**src/rtl/rf_pkg.sv**
```systemverilog
// Shared constants and sizing helper for the bypassed register file.
package rf_pkg;
  localparam int RF_DATA_W = 16;
  localparam int RF_NREGS  = 8;

  // Select width for n registers, never below one bit.
  function automatic int clog2(input int n);
    int r;
    r = 0;
    for (int i = 0; i < 31; i++)
      if ((1 << r) < n) r++;
    return (r < 1) ? 1 : r;
  endfunction
endpackage

```
**src/rtl/rf_bank.sv**
```systemverilog
// Register storage: one write port, two combinational raw-read ports.
module rf_bank
  import rf_pkg::*;
#(
  parameter int DATA_W   = RF_DATA_W,
  parameter int NREGS    = RF_NREGS,
  parameter int ZERO_REG = 0,
  parameter int SEL_W    = clog2(NREGS)
) (
  input  logic              clk,
  input  logic              rst,
  input  logic              we,
  input  logic [SEL_W-1:0]  wsel,
  input  logic [DATA_W-1:0] wdata,
  input  logic [SEL_W-1:0]  rsel1,
  input  logic [SEL_W-1:0]  rsel2,
  output logic [DATA_W-1:0] rdata1,
  output logic [DATA_W-1:0] rdata2
);

  logic [DATA_W-1:0] regs_q [NREGS];

  always_ff @(posedge clk or negedge rst) begin
    if (!rst) begin
      for (int i = 0; i < NREGS; i++) regs_q[i] <= '0;
    end else if (we) begin
      for (int i = 0; i < NREGS; i++)
        if (wsel == SEL_W'(i)) regs_q[i] <= wdata;
    end
  end

  // Unmatched selects (out of range or unknown) fall through to zero.
  always_comb begin
    rdata1 = '0;
    rdata2 = '0;
    for (int i = 0; i < NREGS; i++) begin
      if (!(ZERO_REG != 0 && i == 0)) begin
        if (rsel1 == SEL_W'(i)) rdata1 = regs_q[i];
        if (rsel2 == SEL_W'(i)) rdata2 = regs_q[i];
      end
    end
  end

endmodule

```
**src/rtl/rf_bypass_param.sv**
```systemverilog
// Two-read/one-write register file with write-to-read bypass, optional
// registered read stage, and illegal-select error flags.
module rf_bypass_param
  import rf_pkg::*;
#(
  parameter int DATA_W   = RF_DATA_W,
  parameter int NREGS    = RF_NREGS,
  parameter int ZERO_REG = 0,
  parameter int READ_LAT = 0,
  localparam int SEL_W   = clog2(NREGS)
) (
  input  logic              clk,
  input  logic              rst,
  input  logic [SEL_W-1:0]  readReg1Sel,
  input  logic [SEL_W-1:0]  readReg2Sel,
  input  logic [SEL_W-1:0]  writeRegSel,
  input  logic [DATA_W-1:0] writeData,
  input  logic              writeEn,
  output logic [DATA_W-1:0] readData1,
  output logic [DATA_W-1:0] readData2,
  output logic              err,
  output logic              errSticky
);

  localparam logic [SEL_W:0] NREGS_W = (SEL_W+1)'(NREGS);

  logic              r1_ok, r2_ok, w_ok, wr_commit, err_c;
  logic [DATA_W-1:0] raw1, raw2, byp1, byp2;
  logic              sticky_q;

  // Range checks are written as if-defaults so an unknown select never
  // passes as legal: the condition evaluates false and the flag stays set.
  always_comb begin
    r1_ok = 1'b0;
    r2_ok = 1'b0;
    w_ok  = 1'b0;
    if ({1'b0, readReg1Sel} < NREGS_W) r1_ok = 1'b1;
    if ({1'b0, readReg2Sel} < NREGS_W) r2_ok = 1'b1;
    if ({1'b0, writeRegSel} < NREGS_W) w_ok  = 1'b1;

    err_c = 1'b1;
    if (r1_ok && r2_ok && (w_ok || writeEn == 1'b0)) err_c = 1'b0;

    wr_commit = 1'b0;
    if (writeEn && w_ok && !(ZERO_REG != 0 && writeRegSel == '0))
      wr_commit = 1'b1;

    byp1 = raw1;
    byp2 = raw2;
    if (wr_commit && readReg1Sel == writeRegSel) byp1 = writeData;
    if (wr_commit && readReg2Sel == writeRegSel) byp2 = writeData;
  end

  rf_bank #(
    .DATA_W   (DATA_W),
    .NREGS    (NREGS),
    .ZERO_REG (ZERO_REG),
    .SEL_W    (SEL_W)
  ) u_bank (
    .clk    (clk),
    .rst    (rst),
    .we     (wr_commit),
    .wsel   (writeRegSel),
    .wdata  (writeData),
    .rsel1  (readReg1Sel),
    .rsel2  (readReg2Sel),
    .rdata1 (raw1),
    .rdata2 (raw2)
  );

  if (READ_LAT == 1) begin : g_lat1
    logic [DATA_W-1:0] rd1_q, rd2_q;
    logic              err_q;

    always_ff @(posedge clk or negedge rst) begin
      if (!rst) begin
        rd1_q <= '0;
        rd2_q <= '0;
        err_q <= 1'b0;
      end else begin
        rd1_q <= byp1;
        rd2_q <= byp2;
        err_q <= err_c;
      end
    end

    assign readData1 = rd1_q;
    assign readData2 = rd2_q;
    assign err       = err_q;
  end else begin : g_lat0
    assign readData1 = byp1;
    assign readData2 = byp2;
    assign err       = err_c;
  end

  always_ff @(posedge clk or negedge rst) begin
    if (!rst)       sticky_q <= 1'b0;
    else if (err_c) sticky_q <= 1'b1;
  end

  assign errSticky = sticky_q;

endmodule
```
**config.mk**
```make
export PLATFORM = sky130hd
export DESIGN_NAME = rf_bypass_param
export DESIGN_NICKNAME = d
export VERILOG_FILES = /design/src/rtl/rf_pkg.sv /design/src/rtl/rf_bank.sv /design/src/rtl/rf_bypass_param.sv
export SDC_FILE = /design/constraint.sdc
export NUM_CORES = 1
export LEC_CHECK = 0
export CORE_MARGIN = 2
export CORE_UTILIZATION = 50
export DETAILED_ROUTE_END_ITERATION = 12
export PLACE_DENSITY_LB_ADDON = 0.05
export SLEW_MARGIN = 20
export SYNTH_ARGS = -nofsm -noshare
export SYNTH_HDL_FRONTEND = slang
export SYNTH_SLANG_ARGS = --single-unit
```
**constraint.sdc**
```tcl
create_clock -name clk -period 2 [get_ports clk]
set_input_delay 0.4 -clock clk [delete_from_list [all_inputs] [get_ports clk]]
set_output_delay 0.4 -clock clk [all_outputs]
set_load 0.005 [all_outputs]
```
======== Yosys cells after proc, flatten, opt, wreduce, memory -nomap -nowiden ========
Cells that the tools add are included.
word-level totals
  bits in registers ....................... 128
  output and inout port bits .............. 34
  logic and storage cells ................. 63
cells by class
  eq/ne operators ......................... 23
  multiplexer cells ....................... 19
  reductions and logical operators ........ 13
operator list
  cell                  count
  $mux W16              18
  $eq A3 B3 Y1 const B  12
  $eq A3 B2 Y1 const B  6
  $reduce_and A2 Y1     8
  $eq A3 B1 Y1 const B  3
  $logic_not A3 Y1      3
  $eq A3 B3 Y1          2
  $logic_and A1 B1 Y1   2
  $mux W1               1

======== Depth between registers and ports, before layout ========
  word-level depth ........................ 10
  gate-level depth with buffers ........... 7
  depth with buffers taken out ............ 4

======== Cells and area by module ========
From an unflattened synthesis, not the netlist that was laid out.
second synthesis, totals
  cells, all modules ...................... 645
  area, all modules ....................... 7,657.3 µm²
modules (own cells, without submodules)
  module           times used  cells each  area each (µm²)  seq. area each (µm²)
  rf_bank          1           600         7,094.3          3,203.1
  rf_bypass_param  1           45          563.0            0.0

======== Least setup slack after synthesis ========
No wires, ideal clock.
  kind .................................... in2out
  start ................................... input readReg1Sel[2]
  end ..................................... output readData1[4]
  arrival ................................. 1.455 ns
  setup slack ............................. 0.145 ns
  stages on the path ...................... 7
  path buffers ............................ 3
  path through ............................ buf_6 -> or2_1 -> buf_6 -> buf_6 -> o221ai_2 -> a221oi_2 -> o31ai_2
on the way
  cells in the longest elaborated chain, start to end .. 10
  elaborated cells between the ends (all ways) .. 19
  those cells by class .................... eq/ne (8); mux (9); reduce/logical (2)
ends and longest elaborated chain
  item                   line                   text
  start, declared        rf_bypass_param.sv:14  input logic [SEL_W-1:0] readReg1Sel,
  $logic_not A3 Y1       rf_bank.sv:38          if (rsel1 == SEL_W'(i)) rdata1 = regs_q[i];
  $mux W16 (8 in a row)  rf_bank.sv:38
  $mux W16 *             rf_bypass_param.sv:50  if (wr_commit && readReg1Sel == writeRegSel) byp1 = writeData;
  end, declared          rf_bypass_param.sv:19  output logic [DATA_W-1:0] readData1,
Mark *: on every way between the ends. The rest lies on a longest branch, timed or not.

======== Final worst setup path ========
  start ................................... register u_bank.regs_q[21] (netlist bit)
  end ..................................... output readData1[5]
on the way
  cells in the longest elaborated chain, start to end .. 3
ends and longest elaborated chain
  item                             line                   text
  start, declared                  rf_bank.sv:21          logic [DATA_W-1:0] regs_q [NREGS];
  start signal, assigned by index  rf_bank.sv:28          if (wsel == SEL_W'(i)) regs_q[i] <= wdata;
  $mux W16 (2 in a row)            rf_bank.sv:38
  $mux W16                         rf_bypass_param.sv:50
Every way passes these cells.

==> results.sh <==
export IMPL_yosys_area_share_simple=0.104
export IMPL_crit_chain="o211ai_1 -> o221ai_2 -> a221oi_2 -> o31ai_4 -> buf_2"
export IMPL_grt_pass1_wl_microns=44700
export IMPL_synth_cell_type_count=48
export IMPL_tns_ns=-2.21
export IMPL_cp_num_buf_inv=1
export IMPL_wl_per_cell_microns=24.1
export IMPL_ff2ff_path_depth=3
export IMPL_crit_path_max_incr_delay_ns=0.40
export IMPL_cp_end_kind="output port"
export IMPL_clkLatencyLatePin_ns=0.42
export IMPL_violations="setup timing"
export IMPL_ys_ff_latch=128
export IMPL_seqPwrFrac=0.386
export IMPL_cpMaxStageDelayCell="dfrtp_1"
export IMPL_skew_ns=0
export IMPL_antenna_found_initial=0
export IMPL_outcome="finished, violations left"
export IMPL_first_global_vias=7779
export IMPL_period_minus_slack_ns=2.19
export IMPL_gp_congestion=0.912
export IMPL_ys_warnings_count=0
export IMPL_hpwl_microns=16800
export IMPL_rows=46
export IMPL_synthArstFlopShare=1.00
export IMPL_p_int_mw=6.69
export IMPL_synthMuxAreaShare=0.182
export IMPL_drt_total_wl_microns=28600
export IMPL_regMostFlops="u_bank.regs_q"
export IMPL_htreeDepth=4
export IMPL_rr_startpoint="u_bank.regs_q[35]"
export IMPL_setup_ws_ns=-0.188
export IMPL_start_util=0.515
export IMPL_cp_num_cells=5
export IMPL_slew_viol_final=0
export IMPL_reg_largest_list="u_bank.regs_q: 128 flops"
export IMPL_grt_total_usage=0.334
export IMPL_via_per_inst=6.37
export IMPL_cts_tree="done"
export IMPL_final_common_cell="dfrtp_1"
export IMPL_dp_cells=1101
export IMPL_synth_avg_cell_area_sq_um=10.2
export IMPL_p_switching_mw=2.94
export IMPL_grt_max_degree=36
export IMPL_leakage_nw=4.83
export IMPL_synth_top_family_by_area="compound AO/OA/AOI/OAI gates"
export IMPL_ys_flop_type="dfrtp_1"
export IMPL_fin_crit_sh=1.09
export IMPL_post_place_ws_ns=-0.885
export IMPL_p_clk_frac=0.334
export IMPL_die_w_microns=132
export IMPL_power_frac_comb=0.281
export IMPL_seq_area_frac_synth=0.390
export IMPL_fin_nets=984
export IMPL_startpoint_type="register"
export IMPL_first_pass_iters=6
export IMPL_root_buffer="clkbuf_16"
export IMPL_drive_above_1_share=0.458
export IMPL_cts_made_buffers=17
export IMPL_drt_iter0_drc=662
export IMPL_final_cells=1184
export IMPL_final_cell_mix="127 x dfrtp_1, 94 x mux2_2, 93 x buf_4"
export IMPL_die_area_sq_um=17500
export IMPL_reg2reg_to="u_bank.regs_q[35]"
export IMPL_drc=0
export IMPL_critPathTopFamily="compound AO/OA/AOI/OAI gates"
export IMPL_cts_clk_slew_worst_paths_ns=0.06
export IMPL_vias=7537
export IMPL_ir_drop_mv=0.753
export IMPL_p_per_area_nw_per_um2=847
export IMPL_synth_fa_ha_area_frac=0
export IMPL_p_total_mw=9.63
export IMPL_area_delta_synth_final_pct=38.4
export IMPL_swShare=0.305
export IMPL_synth_edf_count=0
export IMPL_overflow=0
export IMPL_hold_violations=0
export IMPL_numPortBuffers=59
export IMPL_synth_xor_area_frac=0.00640
export IMPL_regToRegSetupSlack_ns=0.96
export IMPL_setup_worst_path_start="u_bank.regs_q[21]"
export IMPL_synthesis_area_sq_um=8210
export IMPL_clock_fmax_mhz=457
export IMPL_largest_reg_flops=128
export IMPL_clock_sinks=128
export IMPL_netlist_instances=807
export IMPL_ios=62
export IMPL_hold_path_class="in -> async"
export IMPL_ctsLongestPathBuffers=2
export IMPL_die_h_microns=132
export IMPL_finalSetupViolCount=30
export IMPL_cap_violations=0
export IMPL_cp_max_fo=3
export IMPL_crit_end="readData1[5]"
export IMPL_synth_compound_area_share=0.238
export IMPL_rsz0062_at_grt="yes"
export IMPL_worst_hold_slack_ns=0.475
export IMPL_ant_nets=0
export IMPL_critPathKind="reg -> out"
export IMPL_cp_required_ns=1.60
export IMPL_core_area_sq_um=15900
export IMPL_critPathArrivalTime_ns=1.79
export IMPL_diodes=0
[metrics by stage]
| stage | util | instance area, sq um |
|---|---|---|
| after CTS | 0.706 | 11200 |
| final | 0.713 | 11400 |
| after detailed placement | 0.606 | 9670 |
| after floorplan | - | 8220 |
| after global routing | 0.713 | 11400 |
| after global placement | 0.606 | 9670 |
[routing by layer]
| layer | global-route usage | wire [microns] |
|---|---|---|
| met2 | 0.538 | 13700 |
| met4 | 0.178 | 1430 |
| met5 | 0 | 0 |
| met3 | 0.0654 | 1840 |
| met1 | 0.427 | 11600 |
[cell families after synthesis]
logic type | after synthesis
muxes | 137
xor gates and xnor gates | 6
other | 1
and+or+nand+nor | 172
AOI/OAI and AO/OA | 243
buffers and inverters | 120
DFF | 128
[worst min-delay path by stage]
stage	start	to	slack [ns]
5_1_grt	rst	u_bank.regs_q[127]	0.51
4_1_cts	rst	u_bank.regs_q[0]	0.47
3_3_place_gp	rst	u_bank.regs_q[0]	0.37
3_5_place_dp	rst	u_bank.regs_q[0]	0.37
2_1_floorplan	rst	u_bank.regs_q[0]	0.10
6_report	rst	u_bank.regs_q[0]	0.48
[synthesized netlist by cell type, drive strengths merged, types with 3 or more instances]
| cell type | n | area share |
|---|---|---|
| dfrtp | 128 | 0.39 |
| mux2 | 99 | 0.14 |
| nand2 | 91 | 0.042 |
| buf | 68 | 0.056 |
| o21ai | 57 | 0.035 |
| mux2i | 38 | 0.046 |
| nor2 | 36 | 0.017 |
| o211ai | 34 | 0.031 |
| a221oi | 29 | 0.039 |
| inv | 29 | 0.013 |
| a21boi | 28 | 0.026 |
| o221ai | 28 | 0.037 |
| clkbuf | 23 | 0.011 |
| nor2b | 16 | 0.012 |
| o31ai | 16 | 0.021 |
| a211oi | 15 | 0.014 |
| o21bai | 15 | 0.014 |
| o32ai | 13 | 0.014 |
| nand3b | 6 | 0.0055 |
| xnor2 | 6 | 0.0064 |
| a21oi | 4 | 0.0024 |
| nand2b | 4 | 0.0040 |
| a32oi | 3 | 0.0032 |
| nand4b | 3 | 0.0055 |
| nor3b | 3 | 0.0040 |
| or2 | 3 | 0.0023 |
[cell type report]
type | count | area, sq um
sequential | 128 | 3200
clock inverter | 4 | 70.1
timing repair buffer | 220 | 2340
inverter | 29 | 109
clock buffer | 27 | 543
tap | 216 | 270
fill | 1161 | 4580
multi-input combinational | 560 | 4820
[power by group through the flow]
stage	registers (mW)	logic [mW]	clock network, mW
4_1_cts	3.66	2.62	3.24
3_3_place_gp	3.63	2.29	0
6_report	3.71	2.70	3.21
3_5_place_dp	3.66	2.36	0
5_1_grt	3.76	2.90	3.37
2_1_floorplan	3.51	1.49	0
[repair_timing]
action	CTS	global route
endpoints found under the setup margin	32	32
gates cloned	10	0
buffers inserted	36	7
gates resized for setup	285	25
pin swaps	107	59
hold endpoints to repair	25	0
hold buffers	1	0
No activity file was read; power rests on OpenSTA's default activity.
